## config.mk

```make
export PLATFORM = sky130hd
export DESIGN_NAME = psum_accum_flat
export DESIGN_NICKNAME = d
export VERILOG_FILES = /design/src/rtl/psum_accum_pkg.sv /design/src/rtl/psum_accum_if.sv /design/src/rtl/sync_fifo.sv /design/src/rtl/psum_accum.sv /design/src/flat_wrapper.sv
export SDC_FILE = /design/constraint.sdc
export NUM_CORES = 1
export LEC_CHECK = 0
export CORE_AREA = 2 2 110 134
export DETAILED_ROUTE_END_ITERATION = 7
export DIE_AREA = 0 0 112 136
export HOLD_SLACK_MARGIN = 0.02
export PLACE_DENSITY = 0.46
export SLEW_MARGIN = 20
export SYNTH_ARGS = -nofsm -noshare
export SYNTH_HDL_FRONTEND = slang
export SYNTH_SLANG_ARGS = --single-unit
```

## constraint.sdc

```tcl
create_clock -name clk -period 7.1 [get_ports clk]
set_input_delay 1.42 -clock clk [delete_from_list [all_inputs] [get_ports clk]]
set_output_delay 1.42 -clock clk [all_outputs]
set_load 0.02 [all_outputs]
```

## src/rtl/psum_accum_pkg.sv

```systemverilog
// Shared sizes and types for the psum accumulation path.
//   BIGGER_DATA_SIZE : PE psum width (signed)
//   DATA_SIZE        : activation / output width (signed)
//   ACC_SIZE         : accumulator width (signed)
package psum_accum_pkg;
  localparam int BIGGER_DATA_SIZE = 10;
  localparam int DATA_SIZE        = 8;
  localparam int OUT_SIZE         = DATA_SIZE;
  localparam int ACC_SIZE         = 14;

  typedef logic signed [BIGGER_DATA_SIZE-1:0] psum_t;
  typedef logic signed [DATA_SIZE-1:0]        act_t;
  typedef logic signed [ACC_SIZE-1:0]         acc_t;

  typedef enum logic [1:0] {IDLE, ACCUM, PUSH} accum_state_t;
endpackage

```

## src/rtl/psum_accum_if.sv

```systemverilog
// Bus between a psum producer/ofmap consumer and psum_accum.
//   psum_i/psum_valid_i : PE partial sum, no backpressure
//   clear_i             : abort the partial group, clear overflow
//   out_*               : result FIFO head with valid/ready
//   busy_o/overflow_o/fifo_count_o : status
// master = environment side, slave = psum_accum side.
interface psum_accum_if import psum_accum_pkg::*; #(
  parameter int FIFO_DEPTH = 4
) ();
  localparam int CNT_W = $clog2(FIFO_DEPTH) + 1;

  psum_t            psum_i;
  logic             psum_valid_i;
  logic             clear_i;
  act_t             out_data_o;
  logic             out_valid_o;
  logic             out_ready_i;
  logic             busy_o;
  logic             overflow_o;
  logic [CNT_W-1:0] fifo_count_o;

  modport master (
    output psum_i, psum_valid_i, clear_i, out_ready_i,
    input  out_data_o, out_valid_o, busy_o, overflow_o, fifo_count_o
  );
  modport slave (
    input  psum_i, psum_valid_i, clear_i, out_ready_i,
    output out_data_o, out_valid_o, busy_o, overflow_o, fifo_count_o
  );
endinterface

```

## src/rtl/sync_fifo.sv

```systemverilog
// Small synchronous FIFO, DEPTH a power of two.
//   push_i/din_i : write (ignored when full unless popping the same cycle)
//   pop_i        : read (ignored when empty; no fall-through)
//   dout_o       : head entry, straight from the storage registers
//   full_o/empty_o/count_o : occupancy
module sync_fifo #(
  parameter int WIDTH = 8,
  parameter int DEPTH = 4
) (
  input  logic                     clk,
  input  logic                     rst,
  input  logic                     push_i,
  input  logic                     pop_i,
  input  logic [WIDTH-1:0]         din_i,
  output logic [WIDTH-1:0]         dout_o,
  output logic                     full_o,
  output logic                     empty_o,
  output logic [$clog2(DEPTH):0]   count_o
);
  localparam int AW = $clog2(DEPTH);

  logic [WIDTH-1:0] mem_q [DEPTH];
  logic [AW-1:0]    rd_q, wr_q;
  logic [AW:0]      cnt_q;
  logic             do_push, do_pop;

  assign empty_o = (cnt_q == '0);
  assign full_o  = (cnt_q == (AW+1)'(DEPTH));
  assign do_pop  = pop_i && !empty_o;
  // a pop frees the slot the push needs, so full+push+pop both succeed
  assign do_push = push_i && (!full_o || do_pop);
  assign dout_o  = mem_q[rd_q];
  assign count_o = cnt_q;

  always_ff @(posedge clk or posedge rst) begin
    if (rst) begin
      for (int i = 0; i < DEPTH; i++) mem_q[i] <= '0;
      rd_q  <= '0;
      wr_q  <= '0;
      cnt_q <= '0;
    end else begin
      if (do_push) begin
        mem_q[wr_q] <= din_i;
        wr_q        <= wr_q + 1'b1;
      end
      if (do_pop) rd_q <= rd_q + 1'b1;
      case ({do_push, do_pop})
        2'b10:   cnt_q <= cnt_q + 1'b1;
        2'b01:   cnt_q <= cnt_q - 1'b1;
        default: cnt_q <= cnt_q;
      endcase
    end
  end
endmodule

```

## src/rtl/psum_accum.sv

```systemverilog
// Sums NUM_PSUMS consecutive valid psums, applies optional ReLU, saturates
// to DATA_SIZE signed and queues the result for the ofmap write path.
//   clk/rst : clock, async active-high reset
//   bus     : psum input, clear, result FIFO head (valid/ready) and status
module psum_accum import psum_accum_pkg::*; #(
  parameter int NUM_PSUMS  = 3,
  parameter int FIFO_DEPTH = 4,
  parameter int RELU_EN    = 1
) (
  input  logic         clk,
  input  logic         rst,
  psum_accum_if.slave  bus
);
  localparam int CNT_W = $clog2(NUM_PSUMS + 1);
  localparam acc_t SAT_MAX = acc_t'((2 ** (DATA_SIZE - 1)) - 1);
  localparam acc_t SAT_MIN = acc_t'(-(2 ** (DATA_SIZE - 1)));

  accum_state_t     state_q;
  acc_t             acc_q;
  logic [CNT_W-1:0] cnt_q;
  logic             overflow_q;

  acc_t             psum_ext, relu_v;
  act_t             result_d;
  logic             push, pop, full, empty;
  logic [DATA_SIZE-1:0] head;

  assign psum_ext = acc_t'(bus.psum_i);

  always_comb begin
    relu_v = acc_q;
    if (RELU_EN != 0 && acc_q < 0) relu_v = '0;
    if (relu_v > SAT_MAX)      result_d = act_t'(SAT_MAX);
    else if (relu_v < SAT_MIN) result_d = act_t'(SAT_MIN);
    else                       result_d = relu_v[DATA_SIZE-1:0];
  end

  // clear_i kills the write of a pending PUSH
  assign push = (state_q == PUSH) && !bus.clear_i;
  assign pop  = bus.out_ready_i;

  always_ff @(posedge clk or posedge rst) begin
    if (rst) begin
      state_q    <= IDLE;
      acc_q      <= '0;
      cnt_q      <= '0;
      overflow_q <= 1'b0;
    end else if (bus.clear_i) begin
      state_q    <= IDLE;
      acc_q      <= '0;
      cnt_q      <= '0;
      overflow_q <= 1'b0;
    end else begin
      if (push && full && !pop) overflow_q <= 1'b1;
      case (state_q)
        ACCUM: begin
          if (bus.psum_valid_i) begin
            acc_q <= acc_q + psum_ext;
            cnt_q <= cnt_q + 1'b1;
            if ((cnt_q + 1'b1) == CNT_W'(NUM_PSUMS)) state_q <= PUSH;
          end
        end
        // IDLE and PUSH both start a new group on a valid psum
        IDLE, PUSH: begin
          if (bus.psum_valid_i) begin
            acc_q   <= psum_ext;
            cnt_q   <= CNT_W'(1);
            state_q <= (NUM_PSUMS == 1) ? PUSH : ACCUM;
          end else begin
            acc_q   <= '0;
            cnt_q   <= '0;
            state_q <= IDLE;
          end
        end
        default: state_q <= IDLE;
      endcase
    end
  end

  sync_fifo #(.WIDTH(DATA_SIZE), .DEPTH(FIFO_DEPTH)) u_fifo (
    .clk     (clk),
    .rst     (rst),
    .push_i  (push),
    .pop_i   (pop),
    .din_i   (result_d),
    .dout_o  (head),
    .full_o  (full),
    .empty_o (empty),
    .count_o (bus.fifo_count_o)
  );

  assign bus.out_data_o  = act_t'(head);
  assign bus.out_valid_o = !empty;
  assign bus.busy_o      = (state_q != IDLE);
  assign bus.overflow_o  = overflow_q;
endmodule

```

## src/flat_wrapper.sv

```systemverilog
// flat-port wrapper written by rule: the top's interface ports become plain ports
module psum_accum_flat import psum_accum_pkg::*;
#(
  parameter int NUM_PSUMS  = 3,
  parameter int FIFO_DEPTH = 4,
  parameter int RELU_EN    = 1
)
  (clk, rst, bus_psum_i, bus_psum_valid_i, bus_clear_i, bus_out_ready_i, bus_out_data_o, bus_out_valid_o, bus_busy_o, bus_overflow_o, bus_fifo_count_o);
  psum_accum_if #(.FIFO_DEPTH(FIFO_DEPTH)) bus_i ();
  input  logic clk;
  input  logic rst;
  input wire logic [$bits(bus_i.psum_i)-1:0] bus_psum_i;
  input wire logic [$bits(bus_i.psum_valid_i)-1:0] bus_psum_valid_i;
  input wire logic [$bits(bus_i.clear_i)-1:0] bus_clear_i;
  input wire logic [$bits(bus_i.out_ready_i)-1:0] bus_out_ready_i;
  output wire logic [$bits(bus_i.out_data_o)-1:0] bus_out_data_o;
  output wire logic [$bits(bus_i.out_valid_o)-1:0] bus_out_valid_o;
  output wire logic [$bits(bus_i.busy_o)-1:0] bus_busy_o;
  output wire logic [$bits(bus_i.overflow_o)-1:0] bus_overflow_o;
  output wire logic [$bits(bus_i.fifo_count_o)-1:0] bus_fifo_count_o;
  assign bus_i.psum_i = bus_psum_i;
  assign bus_i.psum_valid_i = bus_psum_valid_i;
  assign bus_i.clear_i = bus_clear_i;
  assign bus_i.out_ready_i = bus_out_ready_i;
  assign bus_out_data_o = bus_i.out_data_o;
  assign bus_out_valid_o = bus_i.out_valid_o;
  assign bus_busy_o = bus_i.busy_o;
  assign bus_overflow_o = bus_i.overflow_o;
  assign bus_fifo_count_o = bus_i.fifo_count_o;
  psum_accum #(.NUM_PSUMS(NUM_PSUMS), .FIFO_DEPTH(FIFO_DEPTH), .RELU_EN(RELU_EN)) u_core (.clk(clk), .rst(rst), .bus(bus_i));
endmodule
```

After elaboration in Yosys (flattened, before gate mapping):

Cells that the tools add are included.

* div/mod/pow operators: 0
* muxes and demuxes: 24
* $add $sub $neg: 6
* reduce and logical (&&, ||, !) cells: 20
* bitwise logic cells: 2
* shift-type cells: 0
* equality and inequality tests: 8
* magnitude comparators: 6
* $mul: 0

Operators by type and width (count)
* $mux W14: 4
* $mux W8: 5
* $bwmux W32: 1
* $pmux W14 S2: 1
* $bmux W8 S2: 1
* $demux W8 S2: 1
* $add A14 B10 Y14: 1
* $gt A14 B8 Y1 const B: 1
* $lt A14 B1 Y1 const B: 1
* $lt A14 B8 Y1 const B: 1
* $mux W2: 5
* $pmux W2 S2: 2
* $add A2 B1 Y2 const B: 3
* $eq A2 B2 Y1 const B: 3
* $ge A3 B3 Y1 const B: 2
* $logic_and A1 B1 Y1: 6
* $not A2 Y3: 2
* $pmux W3 S2: 1
* $reduce_bool A2 Y1: 3
* $eq A2 B1 Y1 const B: 2
* $logic_not A1 Y1: 4
* $reduce_and A2 Y1: 2
* $add A3 B1 Y3 const B: 1
* $eq A3 B3 Y1 const B: 1
* other kinds (10): 12

* flip-flop bits (word level): 58
* logic and storage cells: 77
* memory bits (writable): 0
* memories kept: 0
* ROM bits: 0
* output and inout bits: 14
* bits in latches: 0

Depth between registers and ports, before layout:

Gate-level depths: netlist of run 1.

* depth after elaboration: 7
* gate-level depth with buffers: 10
* gate-level depth less buffers: 9

Modules after synthesis:

From an unflattened synthesis of run 1, not the netlist that was laid out.

* cells, all modules: 301
* area total of the unflattened synthesis: 3392.0 µm²

By module, submodules not included
* sync_fifo: cells each 116, instances 1, seq. area each 975.9 µm², area an instance 1805.5 µm²
* psum_accum: cells each 185, instances 1, seq. area each 475.5 µm², area an instance 1586.5 µm²

Worst setup path before layout of run 1:

OpenSTA, ideal clock, no wires.

* path type: in2reg
* start: in bus_out_ready_i
* end: reg u_core.u_fifo.cnt_q[2], in the netlist u_core.u_fifo.count_o[2]
* buffers on the path: 1
* setup slack: 3.781 ns
* stages: 10
* arrival: 3.239 ns
* setup time: 0.080 ns
* path through: or4b_4 and3_4 buf_12 inv_1 ha_1 inv_1 fa_1 xor2_1 nor2_1 xor2_1

* word-level cells in the longest chain between the ends: 5
* elaborated cells on any way between the ends: 7
* those cells by class: eq/ne (2); mux (1); reduce/logical (4)

Ends and longest elaborated chain
* start, declared: line flat_wrapper.sv:15 `input wire logic [$bits(bus_i.out_ready_i)-1:0] bus_out_ready_i;`
* $logic_and A1 B1 Y1 *: line sync_fifo.sv:29 `assign do_pop = pop_i && !empty_o;`
* $logic_or A1 B1 Y1: line sync_fifo.sv:31 `assign do_push = push_i && (!full_o || do_pop);`
* $logic_and A1 B1 Y1: line sync_fifo.sv:31
* $eq A2 B1 Y1 / $eq A2 B2 Y1 (equally long branches): line sync_fifo.sv:47 `case ({do_push, do_pop})`
* $pmux W3 S2 / $reduce_bool A2 Y1 (equally long branches)
* end signal, assigned: line sync_fifo.sv:48 `2'b10: cnt_q <= cnt_q + 1'b1;`
* end signal, assigned: line sync_fifo.sv:49 `2'b01: cnt_q <= cnt_q - 1'b1;`
* end signal, assigned: line sync_fifo.sv:50 `default: cnt_q <= cnt_q;`
* end, declared: line sync_fifo.sv:24 `logic [AW:0] cnt_q;`

Every way passes the cells marked *; elsewhere a longest branch is shown, timed or not.
A chain may end at the register's enable or synchronous reset.

Final worst setup path of run 1:

* start: reg u_core.u_fifo.rd_q[0]
* end: out bus_out_data_o[6]

* word-level cells in the longest chain between the ends: 4

Ends and longest elaborated chain
* start, declared: line sync_fifo.sv:23 `logic [AW-1:0] rd_q, wr_q;`
* start signal, assigned: line sync_fifo.sv:46 `if (do_pop) rd_q <= rd_q + 1'b1;`
* $not A2 Y3 (implied by the code): line sync_fifo.sv:32 `assign dout_o = mem_q[rd_q];`
* $bmux W8 S2: line sync_fifo.sv:32
* $mux W8 (implied by the code) (2 in a row): line sync_fifo.sv:32
* end, declared: line flat_wrapper.sv:16 `output wire logic [$bits(bus_i.out_data_o)-1:0] bus_out_data_o;`

No other way between the ends. The select of a mux whose other input is x is not followed.

==> results of run 1 <==
## area by class of cell
cell class | count | area share
Multi-Input combinational cell | 251 | 0.435
Sequential cell | 58 | 0.356
Timing Repair Buffer | 29 | 0.0706
Clock buffer | 12 | 0.0654
Tap cell | 175 | 0.0537
Inverter | 14 | 0.0129
Clock inverter | 4 | 0.00614
## worst min-delay path by stage
stage,end,slack (ps)
after floorplan,u_core.u_fifo.mem_q[1]$_DFFE_PP0P_,440
after global placement,u_core.u_fifo.mem_q[28]$_DFFE_PP0P_,460
after detailed placement,u_core.u_fifo.mem_q[20]$_DFFE_PP0P_,470
after CTS,u_core.u_fifo.mem_q[20]$_DFFE_PP0P_,480
after global routing,u_core.u_fifo.mem_q[6]$_DFFE_PP0P_,510
final,u_core.u_fifo.mem_q[20]$_DFFE_PP0P_,480
## worst max-delay path, stage by stage (launching register included)
cell             delay, ps
dfrtp_1                730
mux4_2                 600
clkdlybuf4s50_1        560
## metrics by stage
stage	total power, W	hold slack (ps)	worst slack (ps)	utilization
floorplan	0.000568	443	3780	-
CTS	0.00107	481	3380	0.290
global placement	0.000644	456	3170	0.269
finish	0.00105	476	3470	0.290
detailed placement	0.000650	469	3150	0.269
global route	0.00111	506	3330	0.290
## per-layer routing
metal | global-route usage | part of all wire | vias to the layer above
met3 | 0.0281 | 0.030 | 10
li1 | - | - | 1248
met4 | 0.0379 | 0.016 | 0
met5 | 0 | 0 | -
met1 | 0.137 | 0.46 | 1236
met2 | 0.184 | 0.49 | 42
## cells by family (layout without fill, tap and decap cells)
family | count (synthesis) | in the layout | synth area share
AO/OA/AOI/OAI | 92 | 92 | 0.166
XOR/XNOR | 15 | 15 | 0.0384
adder cells (fa/ha/maj) | 21 | 21 | 0.0812
buffers and inverters | 28 | 59 | 0.0574
flip-flops | 58 | 58 | 0.424
multiplexers | 12 | 12 | 0.0647
AND/OR/NAND/NOR | 111 | 111 | 0.168
## where the power goes
part           switching (W)  internal (W)  total, W
Clock               0.000152      0.000263  0.000416
Sequential         0.0000524      0.000357  0.000409
Combinational       0.000118      0.000111  0.000230
## flip-flops by register name, summed over array words and instances, names as in the netlist
name / count
u_core.u_fifo.wr_q: 2
u_core.acc_q: 14
u_core.u_fifo.rd_q: 2
u_core.bus.overflow_o: 1
u_core.state_q: 2
u_core.u_fifo.mem_q: 32
u_core.u_fifo.count_o: 3
u_core.cnt_q: 2
## layout by cell type (no fill, tap or decap), types with 3 or more instances in the layout
cell type	n
mux2i_1	3
inv_1	13
o21bai_1	7
nand2_8	4
clkdlybuf4s50_1	28
clkbuf_16	9
ha_1	19
nor3_1	3
a32oi_1	6
dfrtp_1	58
nand2b_1	4
nor2b_1	6
o21ai_0	27
and2_1	5
nand2_1	51
a22oi_1	3
mux4_2	8
o21ai_1	10
xnor2_1	9
clkbuf_8	3
xor2_1	6
a31oi_1	3
a211oi_1	3
nand3_1	5
a21oi_1	18
nor2_1	22
==> qor.csv, run 1 <==
stage;metric;value;unit
setup_path;path_max_fanout;10;
detailed_routing;wl_per_cell;14.6;um
min_path;whs_path_depth;2;
detailed_routing;vias_per_cell;4.67;
power;power_density;259;mW/mm2
placement;place_congestion;0.828;
clock_network;post-cts-setup-buffers;0;
floorplanning;core;0.0141;mm2
finish;multiInputGateArea;0.00177;mm2
floorplanning;row_count;48;
synthesis;postSynth.asyncResetShare;1.00;
timing;skew;8.73;ps
timing;period_needed;3630;ps
setup_path;worstPathRequired;5680;ps
clock_network;clock_latency;320;ps
synthesis;synth.distinct_cells;50;
detailed_routing;initialDrtViolationCount;73;
finish;stdcell_count;543;
setup_path;critPathCapture;bus_out_data_o[6];
timing;final-setup-viol-count;0;
placement;portBuffers;28;
setup_path;endpoint_kind;primary output;
clock_network;cts_resized;0;
setup_path;ff2ff_path_depth;9;
min_path;hp-class;flop to flop;
floorplanning;die_width;112;um
setup_path;r2r_slack;4560;ps
power;power_leakage;1.74;nW
finish;nNetsFinal;399;
finish;drive_gt1_frac;0.0978;
synthesis;synthCells;337;
clock_network;root_buffer;clkbuf_16;
finish;fill_cells;1496;
setup_path;critical_path_class;flop to primary output;
grt;grt_pass1_wl;13.1;mm
finish;num_antenna_cells;0;
synthesis;synth_top_area_frac;0.424;
setup_path;critPathLaunch;u_core.u_fifo.rd_q[0]$_DFFE_PP0P_;
synthesis;synthFlopType;dfrtp_1;
grt;grt_pass1_vias;2583;
clock_network;path_clk_slew;50;ps
grt;grt_use_total;0.109;
synthesis;syn_nets;373;
synthesis;synth_seq_cells;58;
timing;rsz0062_at_grt;false;
clock_network;clockBufferDepth;2;
detailed_routing;vias;2536;
clock_network;cts_num_sinks;58;
floorplanning;initial_utilization;0.243;
grt;antenna_found_initial;0;
timing;timing.fmax;275;MHz
clock_network;numCtsBuffers;9;
synthesis;synth.cells.most_frequent;58 x dfrtp_1, 51 x nand2_1, 27 x o21ai_0, 22 x nor2_1, 19 x ha_1;
floorplanning;die_area;0.0152;mm2
timing;period_share;0.511;
floorplanning;die_y;136;um
status;outcome;complete, no violations;
setup_path;reg2reg_to;u_core.u_fifo.count_o[2]$_DFFE_PP0P_;
synthesis;synth_sequential_area_ratio;0.424;
timing;hold_viol;0;
clock_network;htree_levels;3;
timing;slew_headroom;0.444;
clock_network;cts_hold_buf;0;
setup_path;cp_data_arrival_time;2210;ps
min_path;min_from;u_core.u_fifo.mem_q[20]$_DFFE_PP0P_;
detailed_routing;wl;7.94;mm
grt;grt_max_degree;59;
synthesis;yosysWarnings;0;
synthesis;yosysTopAreaCell;dfrtp_1;
power;ir_drop;0.136;mV
synthesis;synth_area;0.00342;mm2
detailed_routing;antenna_left;0;
clock_network;tritoncts;built;
floorplanning;ioPinCount;29;
setup_path;startpoint_type;flop;
synthesis;yosysMostFrequentCell;dfrtp_1;
timing;tightest_slew;831;ps
timing;drv_slew;0;
synthesis;synth_area_leaders;dfrtp_1 42%, ha_1 6.9%, nand2_1 5.6%, mux4_2 5.3%, o21ai_0 4.0%;
finish;seq_area;0.00145;mm2
placement;place_hpwl;5.67;mm
finish;fin_area;0.00408;mm2
detailed_routing;drc;0;
job;drv_cap;0;
placement;dpl-instance-area;0.00378;mm2
setup_path;worstReg2RegStart;u_core.state_q[0]$_DFFE_PP0P_;
synthesis;avgSynthCellArea;10.2;um2
finish;area_growth;19.1;%
grt;grt.overflow.total;0;
timing;fin_setup_tns;0;ps
placement;dp_cells;527;
detailed_routing;dr.pass1.iters;4;
synthesis;synth_edf_count;0;
(Power assumes the default switching activity.)
==> inputs of run 2 (changes only) <==
- clock period: 7.1 -> 3.7 ns (I/O delays scaled with it)
==> run 2 against run 1 <==
- final area increased by 1.4%
- critical path depth unchanged
- combinational power increased by 96%
- clock-buffer cell count decreased by 1
- largest cell class unchanged
- largest power group unchanged
- highest routed layer unchanged
==> qor.csv, run 2 (same netlist as run 1, synthesis figures left out) <==
stage;metric;value;unit;change
timing;drv_slew;0;;unchanged
grt;grt_pass1_wl;13.4;mm;+2.7%
finish;post-route-util;0.294;;+0.00418
timing;final-setup-viol-count;0;;unchanged
clock_network;path_clk_slew;50;ps;about the same
setup_path;path_max_fanout;10;;unchanged
grt;busiest_layer;met2;;
clock_network;cts_resized;0;;unchanged
clock_network;tritoncts;built;;
timing;hold_viol;0;;unchanged
grt;grt.overflow.total;0;;unchanged
clock_network;root_buffer;clkbuf_16;;
clock_network;cts_num_sinks;58;;unchanged
setup_path;worstPathRequired;2960;ps;-2720 ps
setup_path;cp_data_arrival_time;2250;ps;+40 ps
finish;largest_reg_flops;32;;unchanged
timing;rsz0062_at_grt;false;;
finish;stdcell_count;547;;+0.74%
grt;use_met3;0.0174;;-0.0107
power;power_leakage;1.77;nW;+2.0%
finish;num_antenna_cells;0;;unchanged
power;power_density;515;mW/mm2;+99%
power;switching_share;0.292;;-0.0147
floorplanning;die_width;112;um;unchanged
power;p_int;0.00151;W;+110%
grt;grt_pass1_vias;2608;;+0.97%
placement;place_congestion;0.834;;+0.62%
floorplanning;core;0.0141;mm2;unchanged
timing;slew_headroom;0.483;;+0.0394
timing;fin_setup_tns;0;ps;unchanged
timing;period_needed;2990;ps;
clock_network;clockBufferDepth;2;;unchanged
setup_path;reg2reg_to;u_core.u_fifo.count_o[2]$_DFFE_PP0P_;;
detailed_routing;dr.pass1.iters;4;;unchanged
timing;period_share;0.808;;
finish;layout_commonest_cell;dfrtp_1;;
min_path;hp-class;flop to flop;;
floorplanning;ioPinCount;29;;unchanged
grt;grt_use_total;0.113;;+0.00325
status;outcome;complete, no violations;;
setup_path;critPathCapture;bus_out_data_o[6];;
power;p_switching;0.000621;W;+92%
detailed_routing;wl;8.03;mm;+1.2%
detailed_routing;vias_per_cell;4.64;;-0.65%
floorplanning;die_area;0.0152;mm2;unchanged
job;drv_cap;0;;unchanged
timing;setup_ws;711;ps;-2760 ps
detailed_routing;drc;0;;unchanged
clock_network;clock_latency;330;ps;about the same
floorplanning;initial_utilization;0.243;;unchanged
grt;met1_usage;0.136;;-0.000165
floorplanning;die_y;136;um;unchanged
timing;timing.fmax;335;MHz;
finish;area_growth;20.8;%;
grt;global_route.usage.met2;0.201;;+0.0172
power;finalPower;0.00213;W;+100%
grt;antenna_found_initial;0;;unchanged
power;clkPwrFrac;0.421;;+0.027
setup_path;startpoint_type;flop;;
detailed_routing;wl_per_cell;14.7;um;+0.48%
power;p_comb_frac;0.212;;-0.006
finish;regMostFlops;u_core.u_fifo.mem_q;;
grt;grt_max_degree;59;;unchanged
setup_path;critical_path_class;flop to primary output;;
detailed_routing;initialDrtViolationCount;85;;+16%
placement;portBuffers;28;;unchanged
detailed_routing;vias;2538;;+0.079%
clock_network;htree_levels;3;;unchanged
placement;place_hpwl;5.72;mm;+0.83%
finish;nNetsFinal;403;;+1.0%
setup_path;critPathLaunch;u_core.u_fifo.rd_q[0]$_DFFE_PP0P_;;
detailed_routing;antenna_left;0;;unchanged
setup_path;worstReg2RegStart;u_core.u_fifo.count_o[0]$_DFFE_PP0P_;;
timing;tightest_slew;775;ps;-56.0 ps
timing;skew;6.16;ps;-2.57 ps
clock_network;post-cts-setup-buffers;0;;unchanged
finish;layout_common_cells;58 x dfrtp_1, 51 x nand2_1, 28 x clkdlybuf4s50_1;;
clock_network;cts_hold_buf;0;;unchanged
finish;drive_gt1_frac;0.105;;+0.00701
power;seq_power_share;0.368;;-0.020
placement;dp_cells;531;;+0.76%
setup_path;r2r_slack;1290;ps;-3270 ps
clock_network;numCtsBuffers;9;;unchanged
setup_path;ff2ff_path_depth;9;;unchanged
placement;dp_slack;543;ps;-2600 ps
power;ir_drop;0.278;mV;+100%
floorplanning;row_count;48;;unchanged
setup_path;endpoint_kind;primary output;;
-- run 2: changes by cell type in the layout (fill, tap and decap cells not counted) --
cell / delta
buf_4: +4
clkbuf_1: +1
clkinvlp_4: -1
clkbuf_8: -2
bufinv_16: +2
-- run 2: how the worst min path moves through the flow --
stage | from | end | slack (ps) | depth (start not counted)
final | u_core.u_fifo.mem_q[22]$_DFFE_PP0P_ | u_core.u_fifo.mem_q[22]$_DFFE_PP0P_ | 470 | 2
after global routing | u_core.u_fifo.mem_q[22]$_DFFE_PP0P_ | u_core.u_fifo.mem_q[22]$_DFFE_PP0P_ | 500 | 2
after CTS | u_core.u_fifo.mem_q[11]$_DFFE_PP0P_ | u_core.u_fifo.mem_q[11]$_DFFE_PP0P_ | 480 | 2
after detailed placement | u_core.u_fifo.mem_q[11]$_DFFE_PP0P_ | u_core.u_fifo.mem_q[11]$_DFFE_PP0P_ | 470 | 2
after global placement | u_core.u_fifo.mem_q[19]$_DFFE_PP0P_ | u_core.u_fifo.mem_q[19]$_DFFE_PP0P_ | 460 | 2
after floorplan | u_core.u_fifo.mem_q[1]$_DFFE_PP0P_ | u_core.u_fifo.mem_q[1]$_DFFE_PP0P_ | 440 | 2
-- run 2: layout make-up --
type	instances	area, um2
Clock buffer	11	243
Clock inverter	5	77.6
Fill cell	1502	9920
Inverter	14	52.6
Multi-Input combinational cell	251	1770
Sequential cell	58	1450
Tap cell	175	219
Timing Repair Buffer	33	318
-- run 2: worst max-delay path, stage by stage, from the launching register on --
cell and delay (ps):
dfrtp_1 760, mux4_2 610, clkdlybuf4s50_1 550
-- run 2: per-stage QoR --
stage	hold slack (ps)	area [um2]
after floorplan	443	3420
after global placement	457	3810
after detailed placement	468	3810
after CTS	480	4130
after global routing	498	4130
final	474	4130
-- run 2: layer usage --
| layer | part of all wire | vias to the layer above |
|---|---|---|
| met5 | 0 | - |
| li1 | - | 1257 |
| met1 | 0.45 | 1232 |
| met3 | 0.028 | 10 |
| met4 | 0.017 | 0 |
| met2 | 0.51 | 39 |
-- run 2: power groups by stage --
stage | Clock [W] | Sequential, W | Combinational (W)
final | 0.000895 | 0.000782 | 0.000450
after global routing | 0.000946 | 0.000794 | 0.000500
after CTS | 0.000912 | 0.000785 | 0.000456
after detailed placement | 0 | 0.000795 | 0.000455
after global placement | 0 | 0.000795 | 0.000444
after floorplan | 0 | 0.000746 | 0.000345
==> variant 1 (settings of run 2) <==
Make the reset (`rst`) synchronous in 2 clocked blocks. Comments in the files are not updated.
--- a/src/rtl/sync_fifo.sv
+++ b/src/rtl/sync_fifo.sv
@@ -32,7 +32,7 @@
   assign dout_o  = mem_q[rd_q];
   assign count_o = cnt_q;
 
-  always_ff @(posedge clk or posedge rst) begin
+  always_ff @(posedge clk) begin
     if (rst) begin
       for (int i = 0; i < DEPTH; i++) mem_q[i] <= '0;
       rd_q  <= '0;
--- a/src/rtl/psum_accum.sv
+++ b/src/rtl/psum_accum.sv
@@ -39,7 +39,7 @@
   assign push = (state_q == PUSH) && !bus.clear_i;
   assign pop  = bus.out_ready_i;
 
-  always_ff @(posedge clk or posedge rst) begin
+  always_ff @(posedge clk) begin
     if (rst) begin
       state_q    <= IDLE;
       acc_q      <= '0;
Check against the original RTL: differs if rst is asserted again (counterexample within 4 cycles, from zero or initial values and one cycle with rst high); with rst held inactive, the same outputs for 4 cycles.
==> variant 1 against run 2 <==
Final area shrank 3.7%; area after synthesis shrank 7.0%; total power shrank 6.9%; critical endpoint is now bus_out_data_o[0]; non-clock buffer count is the same; setup slack gained 110 ps; routed wire length shrank 10%; sequential cell count grew 2; combinational power shrank 28%.
==> variant 1: results (changes against run 2) <==
Run status:
- Outcome: finished, final reports clean (unchanged).

Synthesis:
- Top area cells in the synthesized netlist: edfxtp_1 30%, dfxtp_1 18%, mux4_2 5.7%, ha_1 5.5%, nor2_1 4.8% (was dfrtp_1 42%, ha_1 6.9%, nand2_1 5.6%, mux4_2 5.3%, o21ai_0 4.0%).
- The number of flops mapped to enable cells by yosys is 32 (was 0).
- The proportion of synthesized flip-flops having asynchronous set or reset was 0% (was 100%).
- The number of distinct library cells after synthesis was 52 (was 50).
- The number of cells produced by synthesis is 309 (was 337).
- Top cells by instance count after synthesis: 41 x nor2_1, 32 x edfxtp_1, 28 x dfxtp_1 (was 58 x dfrtp_1, 51 x nand2_1, 27 x o21ai_0).
- The register area share after synthesis came to 47.8% (was 42.4%).

Hold path:
- The worst-case hold path end point is u_core.bus.overflow_o (was u_core.u_fifo.mem_q[22]).
- The startpoint of the lowest-slack hold path is u_core.bus.overflow_o (was u_core.u_fifo.mem_q[22]).
- The class of the worst hold path is register to register (unchanged).

Critical path:
- The reg2reg setup slack is 1460 ps (was 1290 ps).
- The critical path start-end classification is register to output port (unchanged).
- The startpoint of the worst register-to-register path is u_core.acc_q[0] (was u_core.u_fifo.count_o[0]).
- The top cell family by delay on the critical path was flip-flops (unchanged).
- The worst-path cell with the longest stage delay is dfxtp_1 (was dfrtp_1).
- The worst stage delay on the critical path came to 680 ps (was 760 ps).
- The maximum fanout along the worst path is 8 (was 10).

Timing:
- The hold slack is 464 ps (was 474 ps).
- The worst clock skew is 5.23 ps (was 6.16 ps).

Placement:
- The routability congestion estimate from global placement is 0.796 (was 0.834).
- The worst setup slack after placement is 526 ps (was 543 ps).
- The placed instance area is 3660 um2 (was 3810 um2).
- The number of cells after detailed placement is 506 (was 531).

Global route:
- The largest net degree at the start of global routing is 24 (was 59).
- The number of global-route vias before repair came to 2,374 (was 2,608).
- The global routing usage summed across all routing layers came to 10.2% (was 11.3%).

Routing:
- The post-detailed-route wirelength per cell is 13.8 um (was 14.7 um).
- The average via count per standard cell was 4.44 (was 4.64).
- The initial DRC count was 126 (was 85).

Layout:
- The final cell count without fillers came to 522 (was 547).
- The ratio of cells with drive above 1 in the final layout is 13.5% (was 10.5%).
- The final net count came to 373 (was 403).
- The fill cell total of the finished layout is 1,471 (was 1,502).

Power:
- The worst IR drop on VDD was 0.258 mV (was 0.278 mV).
variant 1: cell types whose count changed after synthesis, moves of 6 or more:
cell,run 2,this run
o21ai_0,27,13
edfxtp_1,0,32
dfrtp_1,58,0
clkbuf_1,4,10
dfxtp_1,0,28
nand2_1,51,25
o21ai_1,10,1
o21bai_1,7,0
nor2_1,22,41
nor2_2,0,7
variant 1: kinds of logic after synthesis:
kind of cell	Yosys count	synth area share (%)
simple gates	110	17.0
compound gates	69	14.3
flops	60	47.8
buf+inv	28	3.70
xor+xnor	17	4.68
fa+ha+maj	16	6.76
mux	8	5.66
other cells	1	0.118
variant 1: area by class of cell:
class | instances | area (um2) | area share, %
clock buffers | 9 | 225 | 5.66
inverters | 14 | 52.6 | 1.32
repair buffers | 33 | 318 | 7.98
clock inverters | 7 | 91.3 | 2.29
flip-flops and latches | 60 | 1520 | 38.2
multi-input cells | 224 | 1550 | 39.0
well taps | 175 | 219 | 5.50
variant 1: metal layers:
metal | up-vias | part of all wire, % | GRT usage, %
met4 | 0 | 2.1 | 4.07
met1 | 1105 | 44 | 11.4
met2 | 30 | 51 | 18.3
met5 | - | 0 | 0
li1 | 1172 | - | -
met3 | 12 | 3.1 | 2.94
variant 1: where the power goes:
part | switching [mW] | total, mW | internal, mW
logic | 0.164 | 0.322 | 0.158
registers | 0.0346 | 0.770 | 0.735
clock network | 0.304 | 0.889 | 0.585
total | 0.503 | 1.98 | 1.48
variant 1: how the worst max path moves through the flow:
stage / end / depth (start not counted) / slack [ps]
6_report: bus_out_data_o[0] / 2 / 820
5_1_grt: u_core.acc_q[10] / 10 / 670
4_1_cts: bus_out_data_o[5] / 2 / 740
3_5_place_dp: u_core.acc_q[10] / 10 / 530
3_3_place_gp: u_core.acc_q[8] / 10 / 510
2_1_floorplan: u_core.acc_q[8] / 9 / 1150
==> variant 2 (settings of run 2) <==
Made on the original files. `FIFO_DEPTH` is set to 4 in 3 places; all go to 2.
--- a/src/rtl/psum_accum_if.sv
+++ b/src/rtl/psum_accum_if.sv
@@ -5,7 +5,7 @@
 //   busy_o/overflow_o/fifo_count_o : status
 // master = environment side, slave = psum_accum side.
 interface psum_accum_if import psum_accum_pkg::*; #(
-  parameter int FIFO_DEPTH = 4
+  parameter int FIFO_DEPTH = 2
 ) ();
   localparam int CNT_W = $clog2(FIFO_DEPTH) + 1;
 
--- a/src/rtl/psum_accum.sv
+++ b/src/rtl/psum_accum.sv
@@ -4,7 +4,7 @@
 //   bus     : psum input, clear, result FIFO head (valid/ready) and status
 module psum_accum import psum_accum_pkg::*; #(
   parameter int NUM_PSUMS  = 3,
-  parameter int FIFO_DEPTH = 4,
+  parameter int FIFO_DEPTH = 2,
   parameter int RELU_EN    = 1
 ) (
   input  logic         clk,
--- a/src/flat_wrapper.sv
+++ b/src/flat_wrapper.sv
@@ -2,7 +2,7 @@
 module psum_accum_flat import psum_accum_pkg::*;
 #(
   parameter int NUM_PSUMS  = 3,
-  parameter int FIFO_DEPTH = 4,
+  parameter int FIFO_DEPTH = 2,
   parameter int RELU_EN    = 1
 )
   (clk, rst, bus_psum_i, bus_psum_valid_i, bus_clear_i, bus_out_ready_i, bus_out_data_o, bus_out_valid_o, bus_busy_o, bus_overflow_o, bus_fifo_count_o);
Interface: changed (resized bus_fifo_count_o); port bits go from 29 to 28. No check against the original RTL was run, so the function may have changed too.
==> variant 2 against run 2 <==
Routed wire length down 22%; sequential cell count decreased by 19; setup slack gained 370 ps; total power shrank 33%; worst hold slack better by 8.9 ps; area after synthesis fell by 27%; die area is the same; combinational power decreased by 21%; utilization down 7.0 points; critical path depth up 8; final area fell by 24%; via count fell by 25%.
==> variant 2: results (changes against run 2) <==
Global route:
- The wire length of the first global-routing pass is 10.5 mm (was 13.4 mm).
- The number of global-route vias before repair is 2,032 (was 2,608).
- The largest net degree at the start of global routing was 40 (was 59).

Critical path:
- The kind of capture point of the worst setup path is a register (was output port).
- The worst-path cell with the longest stage delay is clkdlybuf4s50_1 (was dfrtp_1).
- The startpoint of the worst register-to-register path is u_core.acc_q[0] (was u_core.u_fifo.count_o[0]).
- The worst endpoint data arrival time is 2780 ps (was 2250 ps).
- The top cell family by delay on the critical path is compound AO/OA/AOI/OAI gates (was flip-flops).
- The worst stage delay on the critical path was 460 ps (was 760 ps).
- The reg2reg setup slack is 1640 ps (was 1290 ps).

Layout:
- The ratio of cells with drive above 1 in the final layout is 13.8% (was 10.5%).
- The fill cell total of the finished layout is 1,550 (was 1,502).
- The share of the core filled with cells is 22.4% (was 29.4%).
- The clock tree cell share of total cell area is 6.01% (was 7.75%).
- The inverter count is 19 (was 14).
- The share of the final layout cell area in sequential cells came to 31.0% (was 35.1%).
- The area share of buffers outside the clock network came to 9.55% (was 7.69%).
- The final net count was 312 (was 403).
- The fraction of standard cell area in multi-input logic is 44.0% (was 42.9%).
- The count of non-CTS buffers in the layout is 31 (was 33).

Placement:
- The routability congestion estimate from global placement was 0.775 (was 0.834).
- The post-detailed-placement half-perimeter wirelength is 4.74 mm (was 5.72 mm).
- The placed instance area is 2960 um2 (was 3810 um2).

Timing:
- The hold slack is 483 ps (was 474 ps).
- The worst clock skew is 6.00 ps (was 6.16 ps).

Run status:
- Outcome: finished, final reports clean (unchanged).

Power:
- The worst IR drop on VDD is 0.147 mV (was 0.278 mV).
- The combinational power share is 24.8% (was 21.2%).
- The cell-internal power is 1.02 mW (was 1.51 mW).
- The part of the total power dissipated in sequential elements was 36.1% (was 36.8%).
- The static leakage power came to 1.42 nW (was 1.77 nW).

Synthesis:
- The synthesized netlist net count is 284 (was 373).
- The number of distinct library cells after synthesis is 47 (was 50).
- Top cells by instance count after synthesis: 39 x dfrtp_1, 32 x a21oi_1, 20 x nor2_1 (was 58 x dfrtp_1, 51 x nand2_1, 27 x o21ai_0).
- The register area share after synthesis is 39.3% (was 42.4%).

Hold path:
- The startpoint of the lowest-slack hold path is u_core.u_fifo.mem_q[7] (was u_core.u_fifo.mem_q[22]).
- The hold path depth is 1 (was 2).

Routing:
- The number of vias after detailed routing is 1,905 (was 2,538).
- The final wirelength is 6.25 mm (was 8.03 mm).

Clocking:
- The buffer count from post-CTS setup fixing is 0 (unchanged).
- The depth of the CTS H-tree is 2 (was 3).
- The insertion delay to the later sink of the worst-skew pair is 280 ps (was 330 ps).
-- variant 2: metrics by stage --
step	instances	setup slack [ps]	total power [mW]
3_3_place_gp	449	802	0.880
4_1_cts	457	1070	1.45
2_1_floorplan	253	1410	0.758
6_report	457	1080	1.43
5_1_grt	457	897	1.51
3_5_place_dp	449	762	0.885
-- variant 2: layer usage --
metal  global-route usage [%]  vias up  part of all wire [%]
met5                        0        -                     0
met4                     3.46        0                   2.1
met3                     2.36       11                   3.0
met2                     15.3       26                    51
met1                     10.1      916                    44
li1                         -      952                     -
-- variant 2: cell families (layout without fill, tap and decap cells) --
family,after synthesis,count (layout),share of synthesized area [%]
flops,39,39,39.3
fa+ha+maj,16,16,8.37
compound gates,69,69,16.8
mux,24,24,11.9
simple gates,60,60,13.1
buf+inv,29,58,4.89
xor+xnor,16,16,5.65
